==> src/rtl/counter_pkg.sv <==
// Shared constants for the counter_mc timer/event-counter family.
// Boundary-mode and direction encodings are used by the top level and its bench.
package counter_pkg;

   localparam logic [1:0] MODE_WRAP    = 2'd0;
   localparam logic [1:0] MODE_SAT     = 2'd1;
   localparam logic [1:0] MODE_ONESHOT = 2'd2;

   localparam logic DIR_UP   = 1'b0;
   localparam logic DIR_DOWN = 1'b1;

   // The reserved encoding falls back to wrap, so only SAT and ONESHOT are special.
   function automatic logic is_wrap_mode(input logic [1:0] mode);
      return (mode != MODE_SAT) && (mode != MODE_ONESHOT);
   endfunction

endpackage

==> src/rtl/counter_presc.sv <==
// Prescaler for counter_mc: emits one tick every presc_i+1 enabled cycles.
// A disabled cycle freezes the phase; restart forces the phase back to zero.
module counter_presc #(
   parameter int PWIDTH = 4
) (
   input  logic              clk_i,
   input  logic              rst_i,
   input  logic              en_i,
   input  logic              restart,
   input  logic [PWIDTH-1:0] presc_i,
   output logic              tick
);

   logic [PWIDTH-1:0] phase_q;
   logic              at_end;

   assign at_end = (phase_q == presc_i);
   assign tick   = en_i && !restart && at_end;

   // NOTE: sequential state uses non-blocking assignments so every register
   // samples the pre-edge values of its neighbours.
   always_ff @(posedge clk_i or negedge rst_i) begin
      if (!rst_i) begin
         phase_q <= '0;
      end else if (restart) begin
         phase_q <= '0;
      end else if (en_i) begin
         phase_q <= at_end ? '0 : phase_q + 1'b1;
      end
   end

endmodule

==> src/rtl/counter_mc.sv <==
// Up/down counter with programmable limit, wrap/saturate/one-shot boundary modes,
// prescaler, compare match, terminal-count pulse and sticky overflow flag.
module counter_mc
   import counter_pkg::*;
#(
   parameter int WIDTH  = 8,
   parameter int PWIDTH = 4
) (
   input  logic              clk_i,
   input  logic              rst_i,
   input  logic              clr_i,
   input  logic              we_i,
   input  logic              en_i,
   input  logic              dir_i,
   input  logic [1:0]        mode_i,
   input  logic [WIDTH-1:0]  lim_i,
   input  logic [WIDTH-1:0]  cmp_i,
   input  logic [PWIDTH-1:0] presc_i,
   input  logic              ovf_clr_i,
   input  logic [WIDTH-1:0]  dat_i,
   output logic [WIDTH-1:0]  dat_o,
   output logic              tc_o,
   output logic              ovf_o,
   output logic              run_o,
   output logic              match_o
);

   logic [WIDTH-1:0] cnt_q, cnt_d;
   logic             tc_q, tc_d;
   logic             ovf_q, ovf_d;
   logic             run_q, run_d;
   logic             tick;
   logic             step;
   logic             boundary;
   logic             bstep;

   counter_presc #(.PWIDTH(PWIDTH)) u_presc (
      .clk_i   (clk_i),
      .rst_i   (rst_i),
      .en_i    (en_i),
      .restart (clr_i | we_i),
      .presc_i (presc_i),
      .tick    (tick)
   );

   // tick is already suppressed on clr/we edges, so step never competes with them.
   assign step     = tick && run_q;
   assign boundary = (dir_i == DIR_UP) ? (cnt_q >= lim_i) : (cnt_q == '0);
   assign bstep    = step && boundary;

   // NOTE: every output of this block gets a default first, so no path can
   // leave a value unassigned and infer a latch.
   always_comb begin
      cnt_d = cnt_q;
      run_d = run_q;
      tc_d  = 1'b0;
      ovf_d = ovf_q;

      if (clr_i) begin
         cnt_d = '0;
         run_d = 1'b1;
      end else if (we_i) begin
         cnt_d = (dat_i > lim_i) ? lim_i : dat_i;
         run_d = 1'b1;
      end else if (step) begin
         if (!boundary) begin
            cnt_d = (dir_i == DIR_UP) ? cnt_q + 1'b1 : cnt_q - 1'b1;
         end else if (is_wrap_mode(mode_i)) begin
            cnt_d = (dir_i == DIR_UP) ? '0 : lim_i;
         end else if (mode_i == MODE_ONESHOT) begin
            run_d = 1'b0;
         end
      end

      // A boundary step on the same edge as ovf_clr_i keeps the flag set.
      if (bstep) begin
         tc_d  = 1'b1;
         ovf_d = 1'b1;
      end else if (ovf_clr_i) begin
         ovf_d = 1'b0;
      end
   end

   // NOTE: only the small set of control/status registers is reset; there is
   // no storage array here that would need to be left unreset.
   always_ff @(posedge clk_i or negedge rst_i) begin
      if (!rst_i) begin
         cnt_q <= '0;
         tc_q  <= 1'b0;
         ovf_q <= 1'b0;
         run_q <= 1'b1;
      end else begin
         cnt_q <= cnt_d;
         tc_q  <= tc_d;
         ovf_q <= ovf_d;
         run_q <= run_d;
      end
   end

   assign dat_o   = cnt_q;
   assign tc_o    = tc_q;
   assign ovf_o   = ovf_q;
   assign run_o   = run_q;
   assign match_o = (cnt_q == cmp_i);

endmodule

==> config.mk <==
export PLATFORM = sky130hd
export DESIGN_NAME = counter_mc
export DESIGN_NICKNAME = d
export VERILOG_FILES = /design/src/rtl/counter_pkg.sv /design/src/rtl/counter_presc.sv /design/src/rtl/counter_mc.sv
export SDC_FILE = /design/constraint.sdc
export NUM_CORES = 1
export LEC_CHECK = 0
export ABC_CLOCK_PERIOD_IN_PS = 2680
export CORE_MARGIN = 2
export CORE_UTILIZATION = 48
export CTS_CLUSTER_DIAMETER = 80
export DETAILED_ROUTE_END_ITERATION = 10
export HOLD_SLACK_MARGIN = 0.08
export MAX_ROUTING_LAYER = met4
export PLACE_DENSITY_LB_ADDON = 0.12
export SLEW_MARGIN = 20
export SYNTH_ARGS = -nofsm -noshare
export SYNTH_HDL_FRONTEND = slang
export SYNTH_HIERARCHICAL = 1
export SYNTH_SLANG_ARGS = --single-unit
export TNS_END_PERCENT = 100
==> constraint.sdc <==
create_clock -name clk_i -period 2.68 [get_ports clk_i]
set_input_delay 0.536 -clock clk_i [delete_from_list [all_inputs] [get_ports clk_i]]
set_output_delay 0.536 -clock clk_i [all_outputs]
set_load 0.01 [all_outputs]
# After elaboration in Yosys (flattened, before gate mapping)
# Index checks and enable logic that the tools add are counted.
[op_classes] n_addsub=3 magnitude_cmp=2 eq_ne=7 n_mux=21 bitwise_logic=1 n_reduce_logical=14
[ops] op="8-bit 2-to-1 mux" count=8
[ops] op="4-bit 2-to-1 mux" count=3
[ops] op="1-bit 2-to-1 mux" count=10
[ops] op="3-bit nonzero test" count=3
[ops] op="8-bit by 1-bit adder with 8-bit output (second input constant)" count=1
[ops] op="8-bit equality test" count=1
[ops] op="8-bit >= comparator" count=1
[ops] op="8-bit greater-than comparator" count=1
[ops] op="8-bit logical NOT" count=1
[ops] op="8-bit by 1-bit subtractor with 8-bit output (second input constant)" count=1
[ops] op="1-bit logical AND" count=5
[ops] op="4-bit by 1-bit adder with 4-bit output (second input constant)" count=1
[ops] op="4-bit equality test" count=1
[ops] op="4-bit by 3-bit inequality test with 1-bit output (second input constant)" count=1
[ops] op="4-bit AND reduction" count=1
[ops] op="2-bit nonzero test" count=2
[ops] op="3-bit inequality test (second input constant)" count=1
[ops] op="2-bit equality test (second input constant)" count=1
[ops] op="2-bit by 1-bit inequality test with 1-bit output (second input constant)" count=1
[ops] op="2-bit inequality test (second input constant)" count=1
[ops] op="2-bit AND reduction" count=1
[ops] op="1-bit logical NOT" count=1
[ops] op="1-bit bitwise OR" count=1
[word_totals] register_bits=15 inputBits=37 output_inout_bits=12 word_cells=53

# Logic depth before layout (Yosys ltp)
# Gate-level depths: netlist of run 1.
[logic_depth] depth_word=8 mapped_depth=10

# Modules after synthesis
# The synthesis of run 1 kept the hierarchy.
[modules_own_cells] mod="counter_mc" n_inst=1 cells_each=176 area_per_inst_um2=1502.7 seq_area_each_um2=276.5
[modules_own_cells] mod="counter_presc" n_inst=1 cells_each=28 area_per_inst_um2=281.5 seq_area_each_um2=100.1

# Worst setup path after synthesis of run 1
# Ideal clock, no wire load.
[synth_path] path_type="input to register" from="input lim_i[5]" to="register cnt_q[3], in the netlist dat_o[3]" setup_time_ns=0.130 t_arrival_ns=2.111 t_required_ns=2.550 setup_slack_ns=0.440 cell_stages=9 path_cell_list="inv_1 -> ha_1 -> a211oi_1 -> nor2_1 -> o31a_1 -> and2_1 -> buf_1 -> a211oi_1 -> o21ai_0"
[synth_between] elab_chain_len=6 word_cells_on_any_way=10 classes_between="order compare (2); eq/ne (1); mux (6); reduce/logical (1)"
[synth_rtl] element="start, declared" line_no="counter_mc.sv:16" source="input logic [WIDTH-1:0] lim_i,"
[synth_rtl] element="8-bit >= comparator" line_no="counter_mc.sv:48" source="assign boundary = (dir_i == DIR_UP) ? (cnt_q >= lim_i) : (cnt_q == '0);"
[synth_rtl] element="1-bit 2-to-1 mux" line_no="counter_mc.sv:48"
[synth_rtl] element="8-bit 2-to-1 mux" line_no="counter_mc.sv:66" source="if (!boundary) begin"
[synth_rtl] element="8-bit 2-to-1 mux" line_no="counter_mc.sv:65" source="end else if (step) begin"
[synth_rtl] element="8-bit 2-to-1 mux" line_no="counter_mc.sv:62" source="end else if (we_i) begin"
[synth_rtl] element="8-bit 2-to-1 mux" line_no="counter_mc.sv:59" source="if (clr_i) begin"
[synth_rtl] element="end signal, assigned" line_no="counter_mc.sv:93" source="cnt_q <= cnt_d;"
[synth_rtl] element="end, declared" line_no="counter_mc.sv:28" source="logic [WIDTH-1:0] cnt_q, cnt_d;"
# Several ways; a longest one is shown, not always the timed one. The select of a mux whose other input is x is not followed.
# A chain may end at the register's enable or synchronous reset.

# Worst setup path in the final report of run 1
[layout_path] from="input dir_i" to="register cnt_q[4], in the netlist dat_o[4]"
[layout_between] elab_chain_len=6 word_cells_on_any_way=10 classes_between="eq/ne (1); mux (8); reduce/logical (1)"
[layout_rtl] element="start, declared" line_no="counter_mc.sv:14" source="input logic dir_i,"
[layout_rtl] element="8-bit 2-to-1 mux" line_no="counter_mc.sv:69" source="cnt_d = (dir_i == DIR_UP) ? '0 : lim_i;"
[layout_rtl] element="8-bit 2-to-1 mux" line_no="counter_mc.sv:68" source="end else if (is_wrap_mode(mode_i)) begin"
[layout_rtl] element="8-bit 2-to-1 mux" line_no="counter_mc.sv:66"
[layout_rtl] element="8-bit 2-to-1 mux" line_no="counter_mc.sv:65"
[layout_rtl] element="8-bit 2-to-1 mux" line_no="counter_mc.sv:62"
[layout_rtl] element="8-bit 2-to-1 mux" line_no="counter_mc.sv:59"
# Several ways; a longest one is shown, not always the timed one. The select of a mux whose other input is x is not followed.

==> reports/results.md, run 1 <==
* 376.6 sq um — area of all sequential standard cells
* 48 — IO Port Bufs
* 1868 — number of global-route vias before repair
* 15 — CTS Sinks
* 2.595 ns — final critical delay including setup and external delays
* 5023 um — final WL
* 26.33% — Tot GR Track Use
* 0.5077 ns — post-route worst hold slack
* 55.4% — combinational cell fraction of total power
* -0.1857 ns — placement-stage worst setup slack
* 0.08512 ns — final critical-path setup slack
* yes — CTS tree
* 0.3724 mW — net switching component of the power
* 68 — number of DRC markers after the initial detailed-route iteration
* 8.345% — post-synthesis share of cell area spent on xor and xnor gates
* 15 — number of flip-flops and latches in the synthesized netlist
* 17.95% — area share of fa/ha/maj cells after synthesis
* input port — Worst setup SP type
* 0 — remaining number of nets flagged by the antenna check after routing
* 338 — non-filler instance count after layout
* 0 — final slew viol count
* 55.32% — remaining max-slew budget at the tightest pin
* 30.58% — complex-gate fraction of the synthesized area
* no — unrepaired setup endpoints after global routing
* 0 — max-cap violation count
* 353 — Final #Nets
* 4 — Initial DRT Pass Iterations
* 1.192% — mux share of post-synthesis cell area
* clkbuf_8 — CTS Root Buffer Type
* 0 — number of remaining DRC errors
* 0.001784 sq mm — Netlist Area Pre-Place
* 100.0% — async set or reset register ratio after synthesis
* 297 — fill cell total of the finished layout
* 1.187 nW — Leakage Power
* 0.003606 sq mm — CORE AREA
* 385.4 MHz — upper clock frequency limit
* 64.97 um — die extent in y
* 49.48% — effective utilization at floorplan
* flop to flop — class of the tightest hold or removal check
* 0 — antenna cell count
* 14.86 um — WL per Instance
* 8.746 sq um — Syn Area/Cell
* 1.034 mW — total design power
* 2.73 ns — WP data arrival
* 96.82% — period utilization
* 19.64% — area share of the largest cell type after synthesis
* 1 — H-Tree Level Count
* 0 — Congestion Overflow GR
* 24 x ha_1, 21 x inv_1, 14 x dfrtp_1 — cell types with the highest counts after synthesis
* 0.6619 mW — internal portion of total power
* 48.81% — synthesis-to-finish area growth
* 204 — gate count after technology mapping
* 49 — count of pins on the block boundary
* 0.24 ns — later-pin clock latency in the skew report
* 17.6% — Clk network pwr share
* 64.97 um — width of the die
* 0 — number of buffers inserted by hold repair at cts
* compound AO/OA/AOI/OAI gates — largest family of logic cells by synthesized area
* 3 — number of clock buffers inserted by TritonCTS
* dfrtp_1 — post-synthesis cell type with the largest combined area
* flop — type of destination of the critical path
* 5.544 — number of vias per cell after detailed routing
* 6 — Synth warnings
* 0.004221 sq mm — DIE AREA
* 1874 — detailed-route via count
* finished clean — outcome
* 0 ns — post-route setup TNS
* 26.9% — share of power burned in registers
* 0.6681 ns — actual slew at the worst max-slew pin
* 0 — number of cells upsized or downsized after cts
* 22 — count of standard-cell rows
* 73.63% — utilization after layout
* 2.82 ns — WP data required
* 14.31% — Simple-Gate Fraction of Synth Area
* dfrtp_1 20%, ha_1 17%, xnor2_1 5.4%, inv_1 4.4%, o211ai_1 4.2% — largest cells by area after synthesis
* 16 — largest net degree at the start of global routing
* 20.34% — share of final-layout standard cells stronger than drive strength 1
* 8514 um — global-route wire length before repair
* 55 — post-synth cell types
* 266 — total nets after synthesis
* 334 — post-placement cell count
* 36.00% — switch share
* 2 — maximum number of buffers from clock root to sink
* 0 — number of enable flip-flop cells after synthesis
* 0 — initial antenna violation count
* 4 — critical path fanouts, max
* 0 — Finish-stage setup viols
* 21.11% — sequential-to-total area share from yosys stat
* input port to flop — WS Path Type
* 0.9344 — routability-driven placement congestion ratio
* dfrtp_1 — Synth Flop Type
* 4175 um — post-detailed-placement half-perimeter wirelength
* 0.002655 sq mm — cell area after layout
* 0.3372 mV — worst vdd rail ir drop
* 0.002595 sq mm — Post-DP Area
* 0.06 ns — clock slew seen by the registers of the worst setup and hold paths
* 389.5 mW/mm^2 — cell area power density
* 0.001306 sq mm — multi-input logic area
* ha_1 — most repeated cell in the gate-level netlist after synthesis
* 0 — post-CTS repair timing setup buffer count
* 0.003043 ns — clock skew
* 0 — final count of hold timing violations
==> per-layer routing <==
| layer | up-vias | track usage [%] | part of all wire [%] | routed length, um |
|---|---|---|---|---|
| li1 | 949 | - | - | - |
| met5 | - | - | 0 | 0 |
| met1 | 869 | 34.52 | 47 | 2344 |
| met3 | 2 | 4.861 | 5.0 | 250 |
| met4 | 0 | 2.660 | 0.26 | 13 |
| met2 | 54 | 43.94 | 48 | 2415 |
==> layout make-up <==
cell class	count	area share, %
clock buffer	4	1.697
multi-input combinational	161	49.20
tap	48	2.262
timing repair buffer	89	29.69
sequential	15	14.18
inverter	21	2.969
==> state kept, by name, indices dropped and copies added, names as in the netlist <==
signal	cells
tc_o	1
dat_o	8
run_o	1
u_presc/phase_q	4
ovf_o	1
==> final timing paths <==
path / startpoint / to / cells past startpoint / slack, ns
min in group asynchronous: rst_i / ovf_o / 1 / 0.70
max: dir_i / dat_o[4] / 9 / 0.09
max in group asynchronous: rst_i / u_presc/phase_q[3] / 1 / 1.55
max reg2reg: dat_o[1] / dat_o[4] / 6 / 0.34
min: run_o / run_o / 2 / 0.51
min reg2reg: run_o / run_o / 2 / 0.51
==> cells by family after synthesis <==
kind of cell | after synthesis
xor gates and xnor gates | 17
muxes | 2
buffers and inverters | 28
adders and majority gates | 25
DFF | 15
AOI/OAI and AO/OA | 70
and+or+nand+nor | 47
==> critical path, stage by stage <==
cell and delay, ns:
clkdlybuf4s50_1 0.47, buf_4 0.17, fa_1 0.43, buf_4 0.16
a21o_1 0.15, a21oi_1 0.17, xnor2_1 0.09, a221o_1 0.30
a32o_1 0.25
==> power by group through the flow <==
stage / sequential [mW] / clock (mW) / combinational [mW]
floorplan: 0.282 / 0 / 0.299
global route: 0.281 / 0.198 / 0.629
detailed placement: 0.282 / 0 / 0.556
global placement: 0.282 / 0 / 0.549
CTS: 0.278 / 0.182 / 0.561
finish: 0.279 / 0.182 / 0.573
==> layout by cell type (no fill, tap or decap), types with 2 or more instances in the layout <==
cell	instances
clkdlybuf4s50_1	48
buf_4	41
ha_1	24
inv_1	21
dfrtp_1	14
nand2_1	13
xnor2_1	11
o211ai_1	10
nor2_1	9
nand3_1	7
a21oi_1	6
xor2_1	6
a32o_1	6
o21ai_0	5
a211oi_1	5
a221o_1	5
o21ai_1	4
clkbuf_8	3
nor3b_1	2
o2111ai_1	2
or4_1	2
nand4_1	2
and4_1	2
o31a_1	2
a21boi_1	2
a21oi_2	2
o21a_1	2
o22ai_1	2
nand2b_1	2
o32ai_1	2
Note: power is estimated with default switching activity, not from simulation.
==> run 2: changes to the inputs <==
CORE_ASPECT_RATIO = 1.4   (was default)
PLACE_DENSITY = 0.85   (was default)
PLACE_DENSITY_LB_ADDON = default   (was 0.12)
==> run 2 against run 1 <==
Via count increased by 3.5%. Register-to-register slack got worse by 0.03 ns. Routed wire length grew 5.1%. Count of clock-buffer cells in the layout is the same. Maximum frequency increased by 0.47%. Combinational power down 0.7%. Clock power about the same. Critical endpoint is now dat_o[0]. Largest cell class unchanged. Largest power group unchanged.
==> reports/results.md, run 2 (same netlist as run 1, synthesis figures left out) <==
* 8935 um — global-route wire length before repair
* 16 — largest net degree at the start of global routing
* 0.002557 sq mm — Post-DP Area
* 2.72 ns — WP data arrival
* 47 x clkdlybuf4s50_1, 38 x buf_4, 24 x ha_1 — commonest cells after routing, fill and taps aside
* 2.583 ns — final critical delay including setup and external delays
* 0 ns — post-route setup TNS
* clkbuf_8 — CTS Root Buffer Type
* finished clean — outcome
* 48 — IO Port Bufs
* 0 — remaining number of nets flagged by the antenna check after routing
* 0 — number of buffers inserted by hold repair at cts
* 76.14 um — die extent in y
* 0.002623 sq mm — cell area after layout
* 5.879 — number of vias per cell after detailed routing
* 0.09728 ns — final critical-path setup slack
* input port to flop — WS Path Type
* 0.06 ns — clock slew seen by the registers of the worst setup and hold paths
* clkdlybuf4s50_1 — CP max stage cell
* 0.004228 sq mm — DIE AREA
* 4 — Initial DRT Pass Iterations
* 0 — final slew viol count
* 394.3 mW/mm^2 — cell area power density
* 1 — H-Tree Level Count
* 0.003611 sq mm — CORE AREA
* 5 — critical path fanouts, max
* 18.75% — share of final-layout standard cells stronger than drive strength 1
* 0 — initial antenna violation count
* 2.81 ns — WP data required
* inv_1 — cell occurring most often along the worst timing path
* input port — Worst setup SP type
* 4348 um — post-detailed-placement half-perimeter wirelength
* 0.50 ns — CP max stage delay
* 0.9560 — routability-driven placement congestion ratio
* 1.034 mW — total design power
* 1940 — detailed-route via count
* lim_i[7] — source of the critical timing path
* 292 — fill cell total of the finished layout
* 0 — final count of hold timing violations
* -0.2592 ns — placement-stage worst setup slack
* 0 — max-cap violation count
* run_o — beginning of the worst hold path
* clkdlybuf4s50_1 — commonest non-fill, non-tap cell in the layout
* 49 — count of pins on the block boundary
* 26 — count of standard-cell rows
* no — unrepaired setup endpoints after global routing
* 46.98% — synthesis-to-finish area growth
* 0.6848 ns — actual slew at the worst max-slew pin
* 96.37% — period utilization
* 15 — CTS Sinks
* flop to flop — class of the tightest hold or removal check
* 8 — max reg flops
* 3 — number of clock buffers inserted by TritonCTS
* 16.00 um — WL per Instance
* 5280 um — final WL
* 2057 — number of global-route vias before repair
* 26.66% — Tot GR Track Use
* 0.2695 mV — worst vdd rail ir drop
* 54.20% — remaining max-slew budget at the tightest pin
* 71 — number of DRC markers after the initial detailed-route iteration
* 1.172 nW — Leakage Power
* 387.2 MHz — upper clock frequency limit
* 49.41% — effective utilization at floorplan
* dat_o[0] — launch point of the worst reg-to-reg path
* 55.53 um — width of the die
* 0 — number of remaining DRC errors
* 0.001482 ns — clock skew
* 0 — Congestion Overflow GR
* 351 — Final #Nets
* 0 — Finish-stage setup viols
* 2 — maximum number of buffers from clock root to sink
* 0.24 ns — later-pin clock latency in the skew report
* yes — CTS tree
* flop — type of destination of the critical path
* 0 — antenna cell count
* clkdlybuf4s50_1, inv_1, ha_1, inv_1, o21ai_1, o211ai_1, a221o_1, a32o_1 — Critical Path, Cell by Cell
## run 2: cell count changes in the layout (fill, tap and decap cells not counted), moves of 2 or more
cell / change
a21boi_0: +2
a21boi_1: -2
a21oi_1: +2
a21oi_2: -2
buf_4: -3
## run 2: cell type report
class | instances | area (sq um) | area share [%]
multi-input cells | 162 | 1305 | 49.76
repair buffers | 86 | 764.5 | 29.15
flip-flops and latches | 15 | 376.6 | 14.36
inverters | 21 | 78.83 | 3.006
well taps | 42 | 52.55 | 2.004
clock buffers | 4 | 45.04 | 1.718
## run 2: final timing paths
check	slack, ns	depth (start not counted)	endpoint
max in group asynchronous	1.54	1	dat_o[7]
worst max-delay path	0.1	8	dat_o[0]
worst max register to register	0.31	8	dat_o[6]
worst min-delay path	0.49	2	run_o
min in group asynchronous	0.70	1	tc_o
worst min register to register	0.49	2	run_o
## run 2: routing by layer
metal  wire, um  global-route usage, %  vias up
li1           -                      -      952
met1       1959                  24.89      895
met4        253                  18.29        0
met5          0                      -        -
met3        211                  2.547       19
met2       2856                  49.64       74
## run 2: timing repair
| item | CTS | global route |
|---|---|---|
| setup endpoints to repair | 1 | 8 |
| cloned | 0 | 1 |
| pin swaps | 0 | 3 |
| hold endpoints to repair | 0 | 0 |
| resized for setup | 1 | 4 |
| buffers inserted | 0 | 1 |
## run 2: critical path: cells and delay by family
kind / cells / cell delay (ns)
compound gates: 4 / 1.23
buf+inv: 3 / 0.64
fa+ha+maj: 1 / 0.30
## run 2: where the power goes
group          total (mW)  leakage, nW  switching (mW)  internal (mW)
logic               0.569        0.950           0.266          0.303
clock network       0.182       0.0228          0.0771          0.105
registers           0.283        0.200          0.0393          0.243
## run 2: per-stage QoR
step                      hold WS [ns]  std cells  util [%]
final                           0.4926        330     72.63
after global placement          0.4718        324     70.82
after detailed placement        0.4837        324     70.82
after global routing            0.5263        330     72.63
after floorplan                 0.2404        204         -
after CTS                       0.4935        328     72.04
==> run 3: changes to the inputs <==
--- a/config.mk
+++ b/config.mk
@@ -8,5 +8,4 @@
 export ABC_CLOCK_PERIOD_IN_PS = 2680
 export CORE_ASPECT_RATIO = 1.4
-export CORE_MARGIN = 2
 export CORE_UTILIZATION = 48
 export CTS_CLUSTER_DIAMETER = 80
==> constraint.sdc (replaced) <==
create_clock -name clk_i -period 2.68 [get_ports clk_i]
set_input_delay 0.536 -clock clk_i [delete_from_list [all_inputs] [get_ports clk_i]]
set_output_delay 0.536 -clock clk_i [all_outputs]
set_load 0.1 [all_outputs]
==> run 3 against run 2 <==
Cell count down 1.5%. Non-clock buffer count is 2 lower. Critical endpoint is now dat_o[1]. Clock power hardly changed. Sequential share of layout area rose by 0.32 points. Sequential cell count unchanged.
==> reports/results.md, run 3 (same netlist as run 1, synthesis figures left out) <==
* 7 — worst reg2reg path depth
* 0.003968 sq mm — DIE AREA
* 380.4 sq um — area of all sequential standard cells
* 1 — H-Tree Level Count
* 8114 um — global-route wire length before repair
* dat_o[1] — RR Endpoint
* 5082 um — final WL
* 0 — remaining number of nets flagged by the antenna check after routing
* 0 — initial antenna violation count
* 0 — Congestion Overflow GR
* 0.8956 — routability-driven placement congestion ratio
* 2 — maximum number of buffers from clock root to sink
* 0 — final slew viol count
* 53 — number of DRC markers after the initial detailed-route iteration
* 348 — Final #Nets
* 28.55% — met1 Usage GRT
* 1.140 mW — total design power
* 1943 — number of global-route vias before repair
* 0.003175 ns — clock skew
* 0.06 ns — clock slew seen by the registers of the worst setup and hold paths
* 2.80 ns — WP data arrival
* dat_o[3] — launch point of the worst reg-to-reg path
* 47 x buf_4, 35 x clkdlybuf4s50_1, 24 x ha_1 — commonest cells after routing, fill and taps aside
* 74.63% — utilization after layout
* 49 — count of pins on the block boundary
* lim_i[6] — source of the critical timing path
* 261 — fill cell total of the finished layout
* 0 — Finish-stage setup viols
* 4195 um — post-detailed-placement half-perimeter wirelength
* flop — type of destination of the critical path
* 54.70% — remaining max-slew budget at the tightest pin
* 375.5 MHz — upper clock frequency limit
* 25 — count of standard-cell rows
* 16 — largest net degree at the start of global routing
* 6.012 — number of vias per cell after detailed routing
* 45.23% — synthesis-to-finish area growth
* 15 — CTS Sinks
* flop to flop — class of the tightest hold or removal check
* 48 — IO Port Bufs
* 6 — critical path fanouts, max
* 440.0 mW/mm^2 — cell area power density
* 2.663 ns — final critical delay including setup and external delays
* clkbuf_8 — CTS Root Buffer Type
* 317 — post-placement cell count
* input port to flop — WS Path Type
* 1954 — detailed-route via count
* 1.187 nW — Leakage Power
* 2.82 ns — WP data required
* 4 — Initial DRT Pass Iterations
* 51.39% — effective utilization at floorplan
* 0 — final count of hold timing violations
* 0.001300 sq mm — multi-input logic area
* 3 — number of clock buffers inserted by TritonCTS
* 0.003472 sq mm — CORE AREA
* 2.249% — routing usage on met3
* 0.28 ns — setup slack, reg-to-reg
* 28.94% — Tot GR Track Use
* 74.14 um — die extent in y
* 0 — number of remaining DRC errors
* 0.4800 ns — post-route worst hold slack
* finished clean — outcome
* 0.25 ns — later-pin clock latency in the skew report
* 0.3333 mV — worst vdd rail ir drop
* dat_o[1] — last element of the critical path
* 99.36% — period utilization
* buf_4 — commonest non-fill, non-tap cell in the layout
* 50.56% — met2 Usage GRT
* input port — Worst setup SP type
* yes — CTS tree
* 15.64 um — WL per Instance
* 0 — antenna cell count
* 0 — max-cap violation count
* 0 ns — post-route setup TNS
* 24.21% — share of final-layout standard cells stronger than drive strength 1
* 325 — non-filler instance count after layout
* met2 — global route hottest layer
* 8 — max reg flops
* 0.6774 ns — actual slew at the worst max-slew pin
* 53.53 um — width of the die
-- run 3: layout make-up --
cell class	instances	area share (%)
Sequential cell	15	14.68
Inverter	21	3.042
Tap cell	40	1.931
Clock buffer	3	1.593
Timing Repair Buffer	84	28.39
Multi-Input combinational cell	161	50.17
Clock inverter	1	0.1931
-- run 3: through the flow --
step           worst slack, ns  cell area [sq um]
6_report               0.01705               2591
4_1_cts                0.02449               2552
3_5_place_dp           -0.2461               2506
3_3_place_gp           -0.2604               2506
5_1_grt               -0.08185               2591
2_1_floorplan         0.003405               1790
-- run 3: worst min path at each step --
stage	depth (start not counted)	to	startpoint	slack, ns
CTS	2	run_o	run_o	0.48
global placement	2	run_o	run_o	0.47
global route	2	run_o	run_o	0.53
detailed placement	2	run_o	run_o	0.47
finish	2	run_o	run_o	0.48
floorplan	0	dat_o[0]	rst_i	0.24
-- run 3: repair_timing --
action	in CTS	in global routing
setup buffers	0	4
hold buffers	0	0
endpoints found under the setup margin	0	8
resized for setup	0	5
-- run 3: critical path, cell delays in order --
cell and delay, ns:
clkdlybuf4s50_1 0.48, inv_1 0.07, ha_1 0.30, a21oi_1 0.08
o211ai_1 0.20, buf_4 0.17, o211ai_2 0.17, buf_4 0.21
a221o_1 0.34, a32o_1 0.25
-- run 3: layer usage --
layer | share of wire, % | wire length (um)
met3 | 3.1 | 160
met4 | 6.8 | 344
met1 | 38 | 1950
met5 | 0 | 0
met2 | 52 | 2626
-- run 3: power by group --
| group | internal [mW] | switching [mW] | leakage (nW) | total, mW |
|---|---|---|---|---|
| Combinational | 0.297 | 0.370 | 0.966 | 0.668 |
| Clock | 0.103 | 0.0808 | 0.0255 | 0.184 |
| Sequential | 0.245 | 0.0441 | 0.195 | 0.289 |
| Total | 0.645 | 0.495 | 1.19 | 1.14 |
